File: src/rtl/and3_resp_checker_settle_timer.sv
// Loadable down-counter with a zero flag; holds at zero rather than wrapping.
// Shared with the stimulus generator for its per-vector dwell.
module and3_resp_checker_settle_timer #(
  parameter int unsigned Width = 3
) (
  input  logic             clk,
  input  logic             rst,
  input  logic             load_i,
  input  logic [Width-1:0] load_val_i,
  input  logic             dec_i,
  output logic             zero_o
);

  logic [Width-1:0] cnt_q, cnt_d;

  always_comb begin
    cnt_d = cnt_q;
    if (load_i) begin
      cnt_d = load_val_i;
    end else if (dec_i && (cnt_q != '0)) begin
      cnt_d = cnt_q - 1'b1;
    end
  end

  always_ff @(posedge clk or posedge rst) begin
    if (rst) begin
      cnt_q <= '0;
    end else begin
      cnt_q <= cnt_d;
    end
  end

  assign zero_o = (cnt_q == '0);

endmodule

File: config.mk
export PLATFORM = sky130hd
export DESIGN_NAME = and3_resp_checker_settle_timer
export DESIGN_NICKNAME = d
export VERILOG_FILES = /design/src/rtl/and3_resp_checker_settle_timer.sv
export SDC_FILE = /design/constraint.sdc
export NUM_CORES = 1
export LEC_CHECK = 0
export CELL_PAD_IN_SITES_DETAIL_PLACEMENT = 0
export CELL_PAD_IN_SITES_GLOBAL_PLACEMENT = 1
export CORE_AREA = 3 3 40 42
export DETAILED_ROUTE_END_ITERATION = 12
export DIE_AREA = 0 0 43 45
export PLACE_DENSITY_LB_ADDON = 0.1
export SETUP_SLACK_MARGIN = 0.3
export SYNTH_ARGS = -nofsm -noshare
export SYNTH_HDL_FRONTEND = slang
export SYNTH_SLANG_ARGS = --single-unit
File: constraint.sdc
create_clock -name clk -period 1.5 [get_ports clk]
set_clock_uncertainty 0.05 [all_clocks]
set_input_delay 0.3 -clock clk [delete_from_list [all_inputs] [get_ports clk]]
set_output_delay 0.3 -clock clk [all_outputs]
set_load 0.01 [all_outputs]
==> impl_metrics.yaml <==
status:
  status: "finished clean"
global_routing:
  antenna_found_initial: 0
  grt-ovfl-total: 0
  grt_pass1_wl_um: 1020
  grt_pass1_vias: 245
  track_usage_pct: 7.26
  grt_max_degree: 6
floorplanning:
  io_pins: 8
  rows: 13
  start_util_pct: 16.5
  fp.dieH_um: 45
  die_area_um2: 1940
  core_area_um2: 1280
  die-width_um: 43
placement:
  hpwl_um: 465
  portBuffers: 7
  dpl_cell_area_um2: 342
  gp_congestion: 0.682
clock_network:
  root_buffer: "clkbuf_4"
  cts_sinks: 3
  ctsLongestPathBuffers: 2
  clk_latency_ns: 0.23
  htreeDepth: 1
  clkTransAtPathRegs_ns: 0.04
  cts_hold_buffers: 0
  cts_made_buffers: 3
  cts_tree: "done"
yosys:
  synth_nets: 29
  synth-seq-cells: 3
  netlist-cell-type-count: 9
  avgSynthCellArea_um2: 10.6
  synth_cells: 20
  syn_area_um2: 211
  yosys_warnings: 0
  ys_seq_area_share_pct: 35.5
detailed_routing:
  post-route-drc-count: 0
  drt-initial-drc-count: 0
  vias_per_cell: 3.94
  wl_um: 566
  postRouteAntennaNets: 0
  dr_total_vias: 197
  dr.pass1.iters: 1
  routedWlPerCell_um: 11.3
power:
  irDropWorstVdd_uv: 402
  powerDensity_nw_per_um2: 1010
  pwr-share-clk_pct: 36.6
  power_frac_comb_pct: 36.0
  pwr-share-seq_pct: 27.3
  swShare_pct: 26.2
  power_switching_uw: 98.7
  p_int_uw: 278
  p_leak_nw: 0.164
setup_path:
  cp-start-kind: "flip-flop"
  cp.required_ns: 1.55
  crit_arrival_ns: 1.52
  end_kind: "flip-flop"
  reg2reg_slack_ns: 0.03
  crit_type: "flip-flop to flip-flop"
  reg2reg_to: "cnt_q[2]"
  worstPathMaxFanout: 4
  rr_worst_depth: 6
  crit-reg2reg-launch: "cnt_q[0]"
timing:
  drv_slew: 0
  whs_ns: 0.188
  fin_crit_sh_pct: 97.9
  setup_viol: 0
  fmax_ghz: 0.681
  fin_crit_ns: 1.47
  slew_headroom_pct: 80.0
  rsz0062_at_grt: "true"
  tightest_slew_ns: 0.295
  final.setup.tns_ns: 0
  hold_violations: 0
finish:
  area_growth_pct: 76.9
  fin_area_um2: 374
  reg_top3: "cnt_q x3"
  layout_commonest_cell: "clkdlybuf4s50_1"
  fillerInstances: 142
  multiInputGateArea_um2: 133
  drive_gt1_share_pct: 40.0
  mostFrequentLayoutCells: "6 x clkdlybuf4s50_1, 4 x buf_4"
  seqCellArea_um2: 75.1
  utilization_pct: 29.1
  largest_reg_flops: 3
  top_register: "cnt_q"
  n_antenna_cell: 0
  num-nets-final: 45
min_path:
  hp-class: "primary input to asynchronous set/reset pin"
job:
  max_cap_viol_count: 0
## critical path: stages, from the launching register on
cell and delay, ns:
dfrtp_1 0.35, inv_1 0.05, ha_2 0.19, ha_4 0.16
buf_6 0.11, nand2b_4 0.14, a221o_1 0.29
## metrics by stage
stage | power, mW | setup slack [ns] | instances
detailed placement | 0.232 | -0.129 | 45
finish | 0.377 | 0.0311 | 50
global route | 0.408 | -0.0100 | 50
global placement | 0.231 | -0.143 | 45
floorplan | 0.180 | 0.179 | 20
CTS | 0.381 | 0.0101 | 50
## cells by family after synthesis
group,synth area share (%)
DFF,35.5
and+or+nand+nor,26.0
adders and majority gates,11.8
AOI/OAI and AO/OA,14.2
buffers and inverters,12.4
## how the worst max path moves through the flow
stage,start,to,slack [ns],depth (start not counted)
finish,cnt_q[0],cnt_q[2],0.03,6
global route,cnt_q[0],zero_o,-0.01,4
CTS,cnt_q[0],cnt_q[2],0.01,6
detailed placement,cnt_q[0],zero_o,-0.13,4
global placement,cnt_q[0],zero_o,-0.14,4
floorplan,cnt_q[0],cnt_q[1],0.18,5
## cells in the mapped netlist
library cell  n  area [um2]
a221o_1       3        30.0
and2b_4       1        10.0
buf_6         1        11.3
dfrtp_1       3        75.1
ha_1          2        25.0
inv_1         4        15.0
nand2b_1      1        6.26
nor2b_1       2        12.5
nor4b_1       3        26.3
## metal layers
metal	track usage [%]	wire length, um	up-vias
met5	0	0	-
met4	1.81	0	0
met3	5.98	61	0
met2	11.4	260	8
met1	7.51	245	88
li1	-	-	101
## power groups by stage
stage	registers (mW)	clock network (mW)	logic, mW
CTS	0.102	0.142	0.137
detailed placement	0.102	0	0.130
finish	0.103	0.138	0.136
floorplan	0.100	0	0.0792
global route	0.105	0.156	0.147
global placement	0.104	0	0.127
## what timing repair did
item / 4_1_cts / 5_1_grt
resized for setup: 5 / 1
setup endpoints to repair: 4 / 4
buffers inserted: 1 / 0
hold endpoints to repair: 0 / 0
pin swaps: 4 / 4
## layout make-up
class                           instances  share of cell area, %
Multi-Input combinational cell         12                   35.5
Clock buffer                            4                   7.02
Sequential cell                         3                   20.1
Inverter                                4                   4.01
Timing Repair Buffer                   12                   28.4
Tap cell                               15                   5.02
No activity file was read; power rests on OpenSTA's default activity.
